--- src/rtl/instruction_fetch.sv ---
// ============================================================================
// Module  : instruction_fetch
// Brief   : Fetch stage: PC, instruction memory read address, IF/ID register,
//           with stall, branch redirect/flush and halt detection.
// Rev     : 1.0
// ============================================================================
`default_nettype none

module instruction_fetch #(
  parameter int                ADDR_W   = 8,
  parameter int                INST_W   = 16,
  parameter int                PC_STEP  = 2,
  parameter logic [3:0]        HALT_OP  = 4'hF,
  parameter logic [INST_W-1:0] NOP_INST = '0
) (
  input  logic              clk,
  input  logic              rst,
  output logic [ADDR_W-1:0] imem_addr,
  input  logic [INST_W-1:0] imem_data,
  input  logic              stall,
  input  logic              branch_taken,
  input  logic [ADDR_W-1:0] branch_target,
  output logic [INST_W-1:0] ifid_inst,
  output logic [ADDR_W-1:0] ifid_pc,
  output logic              ifid_valid,
  output logic              halted
);

  localparam logic [ADDR_W-1:0] PC_INC     = ADDR_W'(PC_STEP);
  localparam logic [ADDR_W-1:0] ALIGN_MASK = ~ADDR_W'(1);

  typedef enum logic [1:0] {
    BOOT = 2'd0,
    RUN  = 2'd1,
    HALT = 2'd2
  } state_t;

  state_t            state;
  state_t            state_next;
  logic [ADDR_W-1:0] pc;
  logic [ADDR_W-1:0] pc_next;
  logic [INST_W-1:0] inst_next;
  logic [ADDR_W-1:0] ipc_next;
  logic              valid_next;

  logic              is_halt_op;
  logic [ADDR_W-1:0] redirect_pc;

  assign is_halt_op  = (imem_data[INST_W-1 -: 4] == HALT_OP);
  assign redirect_pc = branch_target & ALIGN_MASK;

  // Outputs come straight from registers so imem_addr never sees an input path.
  assign imem_addr = pc;
  assign halted    = (state == HALT);

  always_ff @(posedge clk or posedge rst) begin
    if (rst) begin
      state      <= BOOT;
      pc         <= '0;
      ifid_inst  <= NOP_INST;
      ifid_pc    <= '0;
      ifid_valid <= 1'b0;
    end else begin
      state      <= state_next;
      pc         <= pc_next;
      ifid_inst  <= inst_next;
      ifid_pc    <= ipc_next;
      ifid_valid <= valid_next;
    end
  end

  always_comb begin
    state_next = state;
    pc_next    = pc;
    inst_next  = ifid_inst;
    ipc_next   = ifid_pc;
    valid_next = ifid_valid;

    case (state)
      BOOT: begin
        state_next = RUN;
      end

      RUN: begin
        if (branch_taken) begin
          pc_next    = redirect_pc;
          inst_next  = NOP_INST;
          valid_next = 1'b0;
        end else if (!stall) begin
          inst_next  = imem_data;
          ipc_next   = pc;
          valid_next = 1'b1;
          // A halt instruction is captured but the PC stays parked on it.
          if (is_halt_op) begin
            state_next = HALT;
          end else begin
            pc_next = pc + PC_INC;
          end
        end
      end

      HALT: begin
        if (branch_taken) begin
          pc_next    = redirect_pc;
          inst_next  = NOP_INST;
          valid_next = 1'b0;
          state_next = RUN;
        end else if (!stall) begin
          inst_next  = NOP_INST;
          valid_next = 1'b0;
        end
      end

      default: begin
        state_next = BOOT;
      end
    endcase
  end

endmodule

`default_nettype wire

--- config.mk ---
export PLATFORM = sky130hd
export DESIGN_NAME = instruction_fetch
export DESIGN_NICKNAME = d
export VERILOG_FILES = /design/src/rtl/instruction_fetch.sv
export SDC_FILE = /design/constraint.sdc
export NUM_CORES = 1
export LEC_CHECK = 0
export ABC_AREA = 1
export BUFFER_PORTS_ARGS = -buffer_cell sky130_fd_sc_hd__buf_4
export CAP_MARGIN = 25
export CORE_MARGIN = 2
export CORE_UTILIZATION = 49
export CTS_BUF_LIST = sky130_fd_sc_hd__clkbuf_16
export CTS_CLUSTER_SIZE = 40
export DETAILED_ROUTE_END_ITERATION = 16
export PLACE_DENSITY = 0.9
export SYNTH_ARGS = -nofsm -noshare
export SYNTH_HDL_FRONTEND = slang
export SYNTH_SLANG_ARGS = --single-unit
export TNS_END_PERCENT = 1
--- constraint.sdc ---
create_clock -name clk -period 1.6 [get_ports clk]
set_input_delay 0.16 -clock clk [delete_from_list [all_inputs] [get_ports clk]]
set_output_delay 0.16 -clock clk [all_outputs]
set_load 0.02 [all_outputs]
# == Yosys cells after proc, flatten, opt, wreduce, memory -nomap -nowiden ==
# Index checks and enable logic that the tools add are counted.
# totals
mem_count,0
latch_bits,0
output_inout_bits,34
rom_bits,0
inputBits,28
word_cells,44
reg_bits,35
ram_bits,0
# op_classes
n_reduce_logical,6
n_mul,0
n_div,0
n_eq_ne,10
mux,20
n_bitwise,2
add_sub_neg,1
n_shift,0
n_lt_le_gt_ge,0
# op_table
op,count
$mux W16,4
$mux W8,4
$pmux W16 S2,1
$pmux W8 S2,1
$ne A3 B3 Y1 const B,3
$add A8 B2 Y8 const B,1
$mux W2,4
$ne A2 B2 Y1 const B,4
$reduce_and A4 Y1,2
$pmux W2 S3,1
$reduce_and A3 Y1,2
$eq A4 B4 Y1 const B,1
$mux W1,4
$eq A2 B1 Y1 const B,1
$eq A2 B2 Y1 const B,1
$logic_not A2 Y1,1
$not A1 Y1,2
$pmux W1 S2,1
$reduce_bool A2 Y1,1

# == Longest topological paths before layout ==
# depth
ltp_word,5
depth_mapped,9

# == Least setup slack after synthesis ==
# OpenSTA, ideal clock, no wires.
# synth_path
path_kind,register to register
from,reg pc[2] (netlist: imem_addr[2])
to,reg pc[7] (netlist: imem_addr[7])
required_ns,1.483
synth_period_minus_slack_ns,1.292
setup_time_ns,0.117
path_buffers,0
path_slack_ns,0.308
t_arrival_ns,1.175
path_stages_with_launch,9
path_cell_list,dfrtp_1 ha_1 nand2_1 nor2_1 nand2_1 nand2_1 nand3_1 nand3_1 nand2_1
# synth_via
elab_chain_len,5
# synth_rtl
element,line_no,rtl
from (decl),40,logic [ADDR_W-1:0] pc;
from (signal assigned),65,pc <= pc_next;
$add A8 B2 Y8,97,pc_next = pc + PC_INC;
$mux W8,94,if (is_halt_op) begin
$mux W8,89,end else if (!stall) begin
$mux W8,85,if (branch_taken) begin
$pmux W8 S2,79,case (state)
# Every way passes these cells. The select of a mux whose other input is x is not followed.
# A chain may end at the register's enable or synchronous reset.

# == Final worst setup path ==
# layout_path
from,reg state[1]
to,reg pc[6] (netlist: imem_addr[6])
# layout_via
elab_chain_len,3
word_cells_on_any_way,8
# layout_rtl
element,line_no,rtl
from (decl),38,state_t state;
from (signal assigned),64,state <= state_next;
$eq A2 B1 Y1 or $eq A2 B2 Y1 (tied branches),79,
"$ne A3 B3 Y1 (no line), or another cell as far along",-,
$reduce_and A4 Y1 (no line),-,
# Parallel ways exist; a longest one is shown, timed or not.

==> results by group <==
Floorplanning
  – Initial core utilization: 50.3%
  – Horizontal die dimension: 62.3 microns
  – Area of the core: 3310 sq um
  – Overall die area: 3880 sq um
  – Cell row count: 21
  – Height of the die: 62.3 microns
  – Top-Level Pins: 62

Yosys
  – Synth area leaders: sky130_fd_sc_hd__dfrtp_1, sky130_fd_sc_hd__nand2_1, sky130_fd_sc_hd__nand3_1, sky130_fd_sc_hd__inv_1, sky130_fd_sc_hd__o21ai_0
  – Number of warnings printed during yosys synthesis: 0
  – Yosys top cell area share: 49.6%
  – Fraction of the yosys area taken by sequential cells: 49.6%
  – Mean instance size in the synthesized netlist: 8.72 sq um
  – Synthesized flop and latch total: 33
  – Synth Instances: 191
  – Most area-hungry cell type in the Yosys netlist: sky130_fd_sc_hd__dfrtp_1
  – Post-synthesis cell area: 1670 sq um
  – Number of distinct library cells after synthesis: 24

Worst setup path
  – Capturing element type of the critical path: flop
  – Reg2reg start: state[1]$_DFFE_PP0P_
  – Data arrival, critical path: 1.54 ns
  – Critical Path, Cell by Cell: inv_2 > nand2_1 > nand2_2 > nand3_2 > nor2_4 > inv_1 > nand2_1 > nand2_1
  – Kind of cell with the highest combined delay on the critical path: simple AND/OR/NAND/NOR gates
  – Worst path buffer plus inverter count: 2
  – Register-to-Register Setup Slack: 0.23 ns
  – Largest fanout on the critical path: 13
  – Stage delay of the slowest cell on the critical path: 0.42 ns
  – Critical Path Slowest Stage Cell: sky130_fd_sc_hd__dfrtp_1
  – Number of cells on the worst reg-to-reg path: 8
  – Required time of the critical path: 1.76 ns
  – Number of cells on the critical path: 8
  – Most used cell along the critical path: sky130_fd_sc_hd__nand2_1
  – Kind of start point of the critical path: flop
  – Critical Path Start: state[1]$_DFFE_PP0P_
  – Critical setup path kind: reg2reg
  – Capturing point of the worst reg2reg path: imem_addr[6]$_DFFE_PP0P_

STA
  – Setup ws final: 0.229 ns
  – Final min period: 1.37 ns
  – Total Neg Setup Slack: 0 ns
  – Maximum clock frequency: 0.729 GHz
  – Number of failing hold endpoints at the final stage: 0
  – Setup repair after global routing missed its margin: false
  – Final cycle utilization of the critical path: 85.7%
  – Worst Clk Skew: 0.00287 ns
  – Final Max Slew Viols: 0
  – Worst hold margin: 0.113 ns
  – Final setup viols: 0

Detailed routing
  – Detail-routed via count per cell: 4.86
  – Detailed Route Iter0 Violations: 78
  – Total detailed-routing wirelength: 3680 microns
  – Total vias in the final route: 1,447
  – Drt first pass iters: 4
  – Detailed-route wire length per cell: 12.4 microns
  – Routed Antenna Nets: 0
  – Remaining design rule violation count: 0

Power
  – Leakage: 1.18 nW
  – VDD IR max: 0.827 mV
  – Pwr per Cell Area: 1140 nW/um^2

Placed design
  – Estimated wirelength of the detail-placed design: 2710 microns
  – Placer Congestion: 0.787
  – Port-buffer cells: 58
  – Dpl ws: 0.250 ns
  – Placed cell areas: 2100 sq um

Layout
  – Area growth syn-to-layout: 34.6%
  – Most frequent standard cell in the layout excluding fill and tap cells: sky130_fd_sc_hd__buf_4
  – Post-layout nets: 281
  – Share of post-route cells with drive strength above 1: 34.5%
  – Design Area, Final: 2240 sq um
  – Filler cell count in the final layout: 287
  – Utilization of the core after routing: 67.7%
  – Commonest cells after routing, fill and taps aside: sky130_fd_sc_hd__buf_4, sky130_fd_sc_hd__nand2_1, sky130_fd_sc_hd__dfrtp_1, sky130_fd_sc_hd__inv_1, sky130_fd_sc_hd__nand3_1
  – Count of antenna diodes in the layout: 0

Global route
  – GR Util All Layers: 21.3%
  – Antenna violations before repair: 0
  – Met3 usage: 8.15%
  – First-pass GRT wire length: 6480 microns
  – Vias in the first global route: 1,420
  – Global routing usage on met2: 36.7%
  – Maximum number of pins on one net before global-route repair: 34
  – Met1 capacity usage during global routing: 24.1%
  – Gr ovfl total: 0
  – Most crowded layer after global routing: met2

Clocking
  – Number of buffers inserted by post-CTS setup repair: 0
  – CTS tree: yes
  – Number of clock sinks: 33
  – Root buffer cell: sky130_fd_sc_hd__clkbuf_16
  – CTS Hold Buffers Added: 1
  – Source-to-sink clock delay at the later pin of the worst-skew pair: 0.27 ns
  – Number of buffers created by CTS: 5
  – Number of levels the H-tree was split into: 2
  – Maximum clock path buffer count: 2
  – Clock transition at the registers of the reported paths: 0.05 ns
  – Post-CTS sizing: 0

Worst hold path
  – Destination of the worst hold path: state[1]$_DFFE_PP0P_
  – Count of cells along the worst hold path: 2
  – Hold path startpoint: stall
  – Worst min-delay path category: in2reg

Job
  – Max Cap Viol: 0

Outcome
  – Run status: complete, no violations
## through the flow
| stage | cells | total power [mW] |
|---|---|---|
| 6_report | 298 | 2.55 |
| 5_1_grt | 298 | 2.70 |
| 4_1_cts | 298 | 2.58 |
| 3_5_place_dp | 290 | 1.70 |
| 3_3_place_gp | 290 | 1.68 |
| 2_1_floorplan | 192 | 1.44 |
## synthesized netlist by cell type
cell	instances
sky130_fd_sc_hd__buf_4	2
sky130_fd_sc_hd__or2_2	2
sky130_fd_sc_hd__nor2_4	1
sky130_fd_sc_hd__nand2_2	2
sky130_fd_sc_hd__o21ai_0	21
sky130_fd_sc_hd__nor2_1	6
sky130_fd_sc_hd__o21ai_2	8
sky130_fd_sc_hd__buf_6	6
sky130_fd_sc_hd__inv_2	2
sky130_fd_sc_hd__o21ai_1	4
sky130_fd_sc_hd__nand3_1	24
sky130_fd_sc_hd__dfrtp_1	33
sky130_fd_sc_hd__nand4_1	1
sky130_fd_sc_hd__xnor2_1	1
sky130_fd_sc_hd__conb_1	1
sky130_fd_sc_hd__o31ai_1	1
sky130_fd_sc_hd__o22ai_2	2
sky130_fd_sc_hd__ha_1	1
sky130_fd_sc_hd__nand2_1	37
sky130_fd_sc_hd__and2_4	1
sky130_fd_sc_hd__nand2_4	2
sky130_fd_sc_hd__buf_8	1
sky130_fd_sc_hd__inv_1	31
sky130_fd_sc_hd__nand3_2	1
## routing by layer
metal	share of wire, %	vias up
li1	-	724
met2	50	59
met4	1.6	0
met3	7.4	7
met5	0	-
met1	41	657
## power by group
group	internal [mW]	switching, mW	leakage (nW)
sequential	0.942	0.0856	0.415
clock	0.554	0.304	0.0685
combinational	0.282	0.382	0.697
## area by class of cell
| type | count | area [sq um] | area share (%) |
|---|---|---|---|
| clock buffer | 5 | 125 | 5.58 |
| clock inverter | 2 | 7.51 | 0.335 |
| inverter | 33 | 124 | 5.52 |
| multi-input combinational | 117 | 622 | 27.7 |
| sequential | 33 | 826 | 36.8 |
| tap | 46 | 57.6 | 2.57 |
| timing repair buffer | 62 | 480 | 21.4 |
## how the worst max path moves through the flow
stage | to | slack [ns]
finish | imem_addr[6]$_DFFE_PP0P_ | 0.23
global route | imem_addr[6]$_DFFE_PP0P_ | 0.1
CTS | ifid_inst[6]$_DFFE_PP0P_ | 0.24
detailed placement | ifid_inst[6]$_DFFE_PP0P_ | 0.25
global placement | imem_addr[6]$_DFFE_PP0P_ | 0.32
floorplan | imem_addr[7]$_DFFE_PP0P_ | 0.31
## state kept, by name (all words and copies together) (netlist names)
signal,flops
ifid_pc,7
ifid_inst,16
state,2
imem_addr,7
ifid_valid,1
## logic make-up (layout without fill, tap and decap cells)
logic type	count (synthesis)	count (layout)	synth area share, %
AOI/OAI and AO/OA	36	36	13.7
other	1	2	0.225
and+or+nand+nor	77	77	21.9
adders and majority gates	1	1	0.751
buffers and inverters	42	102	13.3
xor gates and xnor gates	1	1	0.526
DFF	33	33	49.6
Power figures use the tool's default switching activity.
